==> src/rtl/rr_packet_arbiter.sv <==
// Packet arbiter for one switch output port: round-robin or fixed priority, grant held per packet.
// Latency: one cycle from request to grant; handover to the next requester is bubble-free.
// Backpressure: ready_i only qualifies the end-of-packet release; grant is held while ready_i is low.
module rr_packet_arbiter #(
   parameter int NUM_REQ  = 4,
   parameter int RR_MODE  = 1,
   parameter int MAX_HOLD = 0,
   localparam int IDX_W   = $clog2(NUM_REQ)
) (
   input  logic               clk_i,
   input  logic               rst_ni,
   input  logic [NUM_REQ-1:0] request_i,
   input  logic [NUM_REQ-1:0] last_i,
   input  logic               ready_i,
   output logic [NUM_REQ-1:0] grant_o,
   output logic               grant_valid_o,
   output logic [IDX_W-1:0]   grant_idx_o
);

   // Counter still needs one bit when the timeout is disabled; it then just saturates at 1.
   localparam int CNT_W    = (MAX_HOLD > 0) ? $clog2(MAX_HOLD + 1) : 1;
   localparam int HOLD_SAT = (MAX_HOLD > 0) ? MAX_HOLD : 1;

   typedef enum logic {
      IDLE = 1'b0,
      BUSY = 1'b1
   } state_e;

   state_e             state_q;
   logic [NUM_REQ-1:0] grant_q;
   logic [IDX_W-1:0]   idx_q;
   logic [IDX_W-1:0]   ptr_q;
   logic [IDX_W-1:0]   ptr_d;
   logic [CNT_W-1:0]   hold_q;

   logic               timeout;
   logic               rel;
   logic [NUM_REQ-1:0] req_m;
   logic [IDX_W-1:0]   base;
   logic [IDX_W-1:0]   cand;
   logic               win_vld;
   logic [IDX_W-1:0]   win_idx;

   // Release detection for the current holder: withdrawal, last beat accepted, or timeout.
   always_comb begin
      ptr_d   = (int'(idx_q) == NUM_REQ - 1) ? '0 : idx_q + 1'b1;
      timeout = (MAX_HOLD > 0) && (int'(hold_q) == MAX_HOLD - 1);
      rel     = (state_q == BUSY) &&
                (((request_i & grant_q) == '0) ||
                 (((last_i & grant_q) != '0) && ready_i) ||
                 timeout);
   end

   // Winner search; on release the holder is masked and the search starts just after it.
   always_comb begin
      req_m   = rel ? (request_i & ~grant_q) : request_i;
      base    = rel ? ptr_d : ptr_q;
      win_vld = 1'b0;
      win_idx = '0;
      cand    = '0;
      for (int k = 0; k < NUM_REQ; k++) begin
         if (RR_MODE != 0) cand = IDX_W'((int'(base) + k) % NUM_REQ);
         else              cand = IDX_W'(k);
         if (!win_vld && req_m[cand]) begin
            win_vld = 1'b1;
            win_idx = cand;
         end
      end
   end

   // Grant FSM: registers grant, index, round-robin pointer and hold counter.
   always_ff @(posedge clk_i or negedge rst_ni) begin
      if (!rst_ni) begin
         state_q <= IDLE;
         grant_q <= '0;
         idx_q   <= '0;
         ptr_q   <= '0;
         hold_q  <= '0;
      end else begin
         case (state_q)
            IDLE: begin
               if (win_vld) begin
                  state_q <= BUSY;
                  grant_q <= NUM_REQ'(1) << win_idx;
                  idx_q   <= win_idx;
                  hold_q  <= '0;
               end
            end
            BUSY: begin
               if (rel) begin
                  ptr_q  <= ptr_d;
                  hold_q <= '0;
                  if (win_vld) begin
                     grant_q <= NUM_REQ'(1) << win_idx;
                     idx_q   <= win_idx;
                  end else begin
                     state_q <= IDLE;
                     grant_q <= '0;
                     idx_q   <= '0;
                  end
               end else if (hold_q != CNT_W'(HOLD_SAT)) begin
                  hold_q <= hold_q + 1'b1;
               end
            end
            default: state_q <= IDLE;
         endcase
      end
   end

   assign grant_o       = grant_q;
   assign grant_valid_o = |grant_q;
   assign grant_idx_o   = idx_q;

endmodule

==> config.mk <==
export PLATFORM = sky130hd
export DESIGN_NAME = rr_packet_arbiter
export DESIGN_NICKNAME = d
export VERILOG_FILES = /design/src/rtl/rr_packet_arbiter.sv
export SDC_FILE = /design/constraint.sdc
export NUM_CORES = 1
export LEC_CHECK = 0
export CAP_MARGIN = 0
export CORE_MARGIN = 2
export CORE_UTILIZATION = 48
export CTS_BUF_LIST = sky130_fd_sc_hd__clkbuf_16
export DETAILED_ROUTE_END_ITERATION = 12
export HOLD_SLACK_MARGIN = 0.03
export PLACE_DENSITY = 0.81
export SLEW_MARGIN = 20
export SYNTH_ARGS = -nofsm -noshare
export SYNTH_HDL_FRONTEND = slang
export SYNTH_SLANG_ARGS = --single-unit
export TNS_END_PERCENT = 30
==> constraint.sdc <==
create_clock -name clk_i -period 3.3 [get_ports clk_i]
set_input_delay 0.825 -clock clk_i [delete_from_list [all_inputs] [get_ports clk_i]]
set_output_delay 0.825 -clock clk_i [all_outputs]
set_load 0.01 [all_outputs]
==> results of run 1 <==
[flip-flops by register name, indices dropped and copies added, names as in the netlist]
register and cells:
grant_o 4, grant_idx_o 2, ptr_q 2, state_q 1
[placed cells by master, fill, tap and decap left out, drive strengths merged]
| master | count |
|---|---|
| o221ai | 2 |
| mux2 | 2 |
| o21bai | 1 |
| clkdlybuf4s50 | 17 |
| a41oi | 1 |
| nor3b | 2 |
| nand2 | 7 |
| ha | 1 |
| buf | 2 |
| nand3b | 1 |
| a22oi | 2 |
| a211o | 1 |
| clkbuf | 3 |
| a31oi | 1 |
| a21boi | 2 |
| a22o | 4 |
| nand4 | 2 |
| o21ba | 1 |
| nand3 | 3 |
| o21ai | 10 |
| mux2i | 1 |
| nand2b | 1 |
| a21o | 1 |
| o211ai | 1 |
| a21oi | 1 |
| inv | 6 |
| or4 | 1 |
| and3 | 2 |
| dfrtp | 9 |
| o211a | 1 |
| nor2 | 2 |
[report_power, final]
| part | total [mW] | internal (mW) | switching (mW) |
|---|---|---|---|
| sequential | 0.198 | 0.155 | 0.0432 |
| combinational | 0.467 | 0.230 | 0.238 |
| clock | 0.214 | 0.159 | 0.0557 |
[per-stage QoR]
stage               setup WS (ps)  utilization  cells
detailed placement          284.2       0.6643    102
CTS                         517.7       0.7273    106
global placement            295.9       0.6643    102
global route                370.9       0.7273    106
finish                      505.6       0.7273    106
floorplan                   854.4            -     68
[worst register-to-register path, stage by stage, from the launching register on]
cell and delay (ps):
dfrtp_1 420, a22o_1 290, o211a_1 290, or4_1 520, a31oi_1 240, o21ba_1 200
a22o_1 200
[kinds of logic (layout without fill, tap and decap cells)]
family          after synthesis  in the layout  synth area share
compound gates               29             29            0.3446
mux                           3              3           0.05776
flops                         9              9            0.3586
fa+ha+maj                     1              1           0.01992
buf+inv                       5             28           0.02988
simple gates                 21             21            0.1893
[cell type report]
type	count	area, sq um
fill	87	341.6
tap	15	18.77
clock inverter	1	3.754
inverter	5	18.77
sequential	9	225.2
clock buffer	3	75.07
multi-input combinational	54	384.1
timing repair buffer	19	185.2
[layer usage]
layer | part of all wire | global-route usage | up-vias
met1 | 0.41 | 0.3197 | 323
met2 | 0.48 | 0.4194 | 39
met4 | 0.023 | 0.1417 | 0
met5 | 0 | 0 | -
li1 | - | - | 310
met3 | 0.091 | 0.05556 | 7
[final timing paths]
check	from	to	slack [ps]	cells past startpoint
worst max-delay path	last_i[0]	grant_o[3]$_DFFE_PN0P_	510	7
worst min-delay path	grant_idx_o[0]$_DFFE_PN0P_	grant_idx_o[0]$_DFFE_PN0P_	550	1
worst max register to register	grant_o[0]$_DFFE_PN0P_	grant_o[3]$_DFFE_PN0P_	1040	6
worst min register to register	grant_idx_o[0]$_DFFE_PN0P_	grant_idx_o[0]$_DFFE_PN0P_	550	1
max in group asynchronous	rst_ni	ptr_q[0]$_DFFE_PN0P_	2100	1
min in group asynchronous	rst_ni	grant_o[3]$_DFFE_PN0P_	890	1
==> metrics.txt, run 1 <==
status=finished clean; layout cell share with drive strength beyond 1=0.1429; Final Skew=5.779 ps; max_slew headroom=0.7149; Antenna Nets Post-Route=0; largest net degree at the start of global routing=10; syn avg cell area=9.237 sq um; synth-to-layout area growth=45.02%; Clock transition at path regs=40 ps; Buf/Inv on CP=1; syn nets=80; EDFF count, synth=0; final hold slack=546.0 ps; antenna diode count=0; die area=0.001614 sq mm; worst path required time=3420 ps; Slew @ Worst Pin=422.1 ps; Initial Utilization=0.5015; H-tree levels=1; CTS root buffer=clkbuf_16; # DRC=0; wire per inst=16.96 um; Critical Path Source Type=input pin; max cap viols=0; clock buffer count from CTS=3; Most used DFF post-synth=dfrtp_1; IO buf count=17; first-pass GRT wire length=2.684 mm; max incr delay on CP=520 ps; VDD IR-drop max=0.5869 mV; slowest CP cell=or4_1; FF+latch count, synth=9; area leader, netlist=dfrtp_1; Worst Hold Class=reg -> reg; Synth top area share=0.3586; worst setup path class=in -> reg; Synth top cells by count=dfrtp_1 (9), o21ai_1 (7), nand2_1 (6), inv_1 (5), a22o_1 (4); Top delay family on crit path=compound AO/OA/AOI/OAI gates; final setup fails=0; vias in the first global route=594; synthesized area=628.1 sq um; post-route cell area=910.9 sq um; Cell variety after synth=34; GRT overflow=0; final worst path period share=0.8468; CP arrival=2920 ps; total core area=0.001252 sq mm; antenna violations before repair=0; vias per cell=6.406; DRT iter0 DRCs=31; leading post-synthesis cells by cell area=dfrtp_1 (36%), a22o_1 (5.6%), o21ai_1 (5.6%); Async S/R FF share, synth=1.000; drt pass-1 iters=4; TritonCTS Sinks=9; detailed placement HPWL=1.321 mm; Hold Buf Count CTS=0; Chip Width=40.18 um; Max clock buf depth=2; post-place instance area=832.0 sq um; top-count cell post-synth=dfrtp_1; pwr dens=965.6 mW/mm^2; CP most frequent cell=a22o_1; Ys Warns=0; die height=40.18 um; Max Slew Vio Count=0; CTS tree=yes; drt total wl=1.798 mm; Clock Latency Late Sink=240 ps; Period minus WS final=2794 ps; layout net count=104; Setup Buffers After CTS=0; vias post-DR=679; crit-path cells=clkdlybuf4s50_1, a22o_1, o211a_1, or4_1, a31oi_1, o21ba_1, a22o_1; fmax=357.9 MHz; LEAKAGE=0.4020 nW; gr usage total=0.2598; Setup Total Neg Slack=0 ps; crit-path max FO=4; row count=13; post-cts sizing count=0; I/O Pins=18; Seq/Total Area, Yosys=0.3586; gpl congestion=0.8928; count of final hold-check violations=0; Total Power=879.6 uW; Post-Synthesis Cells=68; Critical Path Sink Type=flop; RSZ-0062 raised after global routing=false
Power figures use the tool's default switching activity.
==> run 2: changes to the inputs <==
--- a/config.mk
+++ b/config.mk
@@ -7,11 +7,11 @@
 export LEC_CHECK = 0
 export CAP_MARGIN = 0
 export CORE_MARGIN = 2
-export CORE_UTILIZATION = 48
+export CORE_UTILIZATION = 45
 export CTS_BUF_LIST = sky130_fd_sc_hd__clkbuf_16
 export DETAILED_ROUTE_END_ITERATION = 12
 export HOLD_SLACK_MARGIN = 0.03
-export PLACE_DENSITY = 0.81
+export PLACE_DENSITY = 0.76
 export SLEW_MARGIN = 20
 export SYNTH_ARGS = -nofsm -noshare
 export SYNTH_HDL_FRONTEND = slang
==> constraint.sdc (replaced) <==
create_clock -name clk_i -period 2.7 [get_ports clk_i]
set_input_delay 0.675 -clock clk_i [delete_from_list [all_inputs] [get_ports clk_i]]
set_output_delay 0.675 -clock clk_i [all_outputs]
set_load 0.01 [all_outputs]
==> run 2 against run 1 <==
  * Non-clock buffer count grew 9
  * Utilization grew 3.4 points
  * Flip-flop and latch count unchanged
  * Critical path depth unchanged
  * Register-to-register slack worse by 580 ps
  * Clock-buffer cell count stayed put
  * Final area rose by 8.8%
  * Combinational power is 46% higher
  * Die area is 6.0% higher
  * Power increased by 35%
  * Clock power rose by 23%
  * Critical endpoint unchanged
  * Largest power group unchanged
==> metrics.txt, run 2 (same netlist as run 1, synthesis figures left out) <==
count of final hold-check violations=0 (unchanged); IO buf count=17 (unchanged); max reg flops=4 (unchanged); post-place instance area=899.6 sq um (+8.1%); max cap viols=0 (unchanged); Worst path depth=7 (unchanged); Seq pwr share=0.208 (-0.017); reg2reg setup slack=460 ps (-580 ps); worst slack at placement=-113.4 ps (-397.6 ps); slowest CP cell=or4_4; Period minus WS final=2610 ps; CP startpoint=last_i[2]; vias per cell=6.183 (-3.5%); Critical Path Sink Type=flop; post-route cell area=991.0 sq um (+8.8%); Slew @ Worst Pin=416.0 ps (-6.084 ps); P_int=731.1 uW (+35%); reg-to-reg startpoint=grant_o[0]$_DFFE_PN0P_; H-tree levels=1 (unchanged); Sw Pwr=460.3 uW (+37%); DRT iter0 DRCs=38 (+23%); vias post-DR=711 (+4.7%); antenna diode count=0 (unchanged); Critical Path Source Type=input pin; Max clock buf depth=2 (unchanged); wire per inst=17.84 um (+5.2%); pwr dens=1202 mW/mm^2 (+25%); die area=0.001711 sq mm (+6.0%); largest net degree at the start of global routing=10 (unchanged); final setup fails=0 (unchanged); CTS tree=yes; CTS root buffer=clkbuf_16; Clock transition at path regs=40 ps (about the same); clock share of power=0.220 (-0.024); Util after Layout=0.7615 (+0.03427); final worst path period share=0.9666; antenna violations before repair=0 (unchanged); detailed placement HPWL=1.418 mm (+7.3%); gpl congestion=0.9941 (+11%); I/O Pins=18 (unchanged); layout net count=113 (+8.7%); dpl cells=111 (+8.8%); LEAKAGE=0.4462 nW (+11%); Logic pwr share=0.572 (+0.041); layout cell share with drive strength beyond 1=0.2500 (+0.1071); gr usage total=0.2889 (+0.02910); max_slew headroom=0.7218 (+0.006895); final hold slack=548.9 ps (+2.911 ps); Worst R2R Path Depth=6 (unchanged); drt total wl=2.052 mm (+14%); synth-to-layout area growth=57.77%; Antenna Nets Post-Route=0 (unchanged); status=finished clean; Max Slew Vio Count=0 (unchanged); setup ws final=90.22 ps (-415.4 ps); Critical Path End=grant_o[3]$_DFFE_PN0P_; crit-path cells=clkdlybuf4s50_1, a22o_1, o211a_1, or4_4, a31oi_2, o21ba_1, a22o_1; CP arrival=2730 ps (-190 ps); total core area=0.001301 sq mm (+3.9%); VDD IR-drop max=0.7707 mV (+31%); fillcell total=98 (+13%); row count=13 (unchanged); CP most frequent cell=a22o_1; fmax=383.2 MHz; Buf/Inv on CP=1 (unchanged); Top delay family on crit path=compound AO/OA/AOI/OAI gates; max incr delay on CP=510 ps (about the same); crit-path max FO=4 (unchanged); Setup Total Neg Slack=0 ps (unchanged); Clock Latency Late Sink=240 ps (about the same); drt pass-1 iters=5 (+1); TritonCTS Sinks=9 (unchanged); vias in the first global route=675 (+14%); die height=41.36 um (+2.9%); first-pass GRT wire length=3.029 mm (+13%); worst path required time=2820 ps (-600 ps); Worst Hold Class=reg -> reg; Chip Width=41.36 um (+2.9%); GRT overflow=0 (unchanged); Total Power=1.191 mW (+35%); clock buffer count from CTS=3 (unchanged); commonest non-fill, non-tap cells in the layout=clkdlybuf4s50_1 (17), buf_4 (11), dfrtp_1 (9); most common cell after layout, fill and taps aside=clkdlybuf4s50_1; post-route insts no fill=115 (+8.5%); Initial Utilization=0.4827 (-0.01881); worst setup path class=in -> reg; Final Skew=2.908 ps (-2.871 ps); # DRC=0 (unchanged); Net Sw Frac=0.3864 (+0.003723); worst reg2reg endpoint=grant_o[3]$_DFFE_PN0P_
==> run 2: timing repair <==
item	in CTS	in global routing
hold buffers	0	0
gates resized for setup	0	3
hold endpoints to repair	0	0
setup buffers	0	0
endpoints found under the setup margin	0	2
==> run 2: how the worst min path moves through the flow <==
stage	cells past startpoint	slack, ps	startpoint	to
floorplan	0	380	rst_ni	grant_idx_o[0]$_DFFE_PN0P_
global placement	1	530	grant_idx_o[0]$_DFFE_PN0P_	grant_idx_o[0]$_DFFE_PN0P_
detailed placement	1	540	grant_idx_o[0]$_DFFE_PN0P_	grant_idx_o[0]$_DFFE_PN0P_
CTS	1	560	grant_idx_o[0]$_DFFE_PN0P_	grant_idx_o[0]$_DFFE_PN0P_
global route	1	570	grant_idx_o[0]$_DFFE_PN0P_	grant_idx_o[0]$_DFFE_PN0P_
finish	1	550	grant_idx_o[0]$_DFFE_PN0P_	grant_idx_o[0]$_DFFE_PN0P_
==> run 2: layout make-up <==
type                    instances  area [sq um]  area share
well taps                      15         18.77     0.01894
clock buffers                   3         75.07     0.07576
clock inverters                 1         3.754    0.003788
repair buffers                 28         252.7      0.2551
flip-flops and latches          9         225.2      0.2273
inverters                       5         18.77     0.01894
multi-input cells              54         396.6      0.4003
==> run 2: worst reg2reg max path: cells and delay by family, from the launching register on <==
kind / cells / cell delay [ps]
flip-flops: 1 / 420
AO/OA/AOI/OAI: 5 / 1180
AND/OR/NAND/NOR: 1 / 510
==> run 2: metal layers <==
layer  share of wire  track usage  vias up
met5               0            0        -
met4           0.030       0.1613        0
met3           0.074      0.05851       12
met2            0.48       0.4570       46
met1            0.42       0.3654      323
li1                -            -      330
==> run 2: power by group through the flow <==
stage	clock, mW	combinational [mW]	sequential, mW
after floorplan	0	0.359	0.245
after global placement	0	0.625	0.244
after detailed placement	0	0.633	0.246
after CTS	0.264	0.651	0.245
after global routing	0.270	0.735	0.254
final	0.263	0.681	0.247
==> run 3: changes to the inputs <==
--- a/config.mk
+++ b/config.mk
@@ -7,11 +7,12 @@
 export LEC_CHECK = 0
 export CAP_MARGIN = 0
 export CORE_MARGIN = 2
-export CORE_UTILIZATION = 45
+export CORE_UTILIZATION = 48
 export CTS_BUF_LIST = sky130_fd_sc_hd__clkbuf_16
 export DETAILED_ROUTE_END_ITERATION = 12
 export HOLD_SLACK_MARGIN = 0.03
-export PLACE_DENSITY = 0.76
+export PLACE_DENSITY = 0.81
+export REMOVE_ABC_BUFFERS = 1
 export SLEW_MARGIN = 20
 export SYNTH_ARGS = -nofsm -noshare
 export SYNTH_HDL_FRONTEND = slang
==> constraint.sdc (replaced) <==
create_clock -name clk_i -period 3.3 [get_ports clk_i]
set_input_delay 0.825 -clock clk_i [delete_from_list [all_inputs] [get_ports clk_i]]
set_output_delay 0.825 -clock clk_i [all_outputs]
set_load 0.01 [all_outputs]
==> results of run 3 <==
The final DEF is identical to that of run 1; final timing and power are the same.
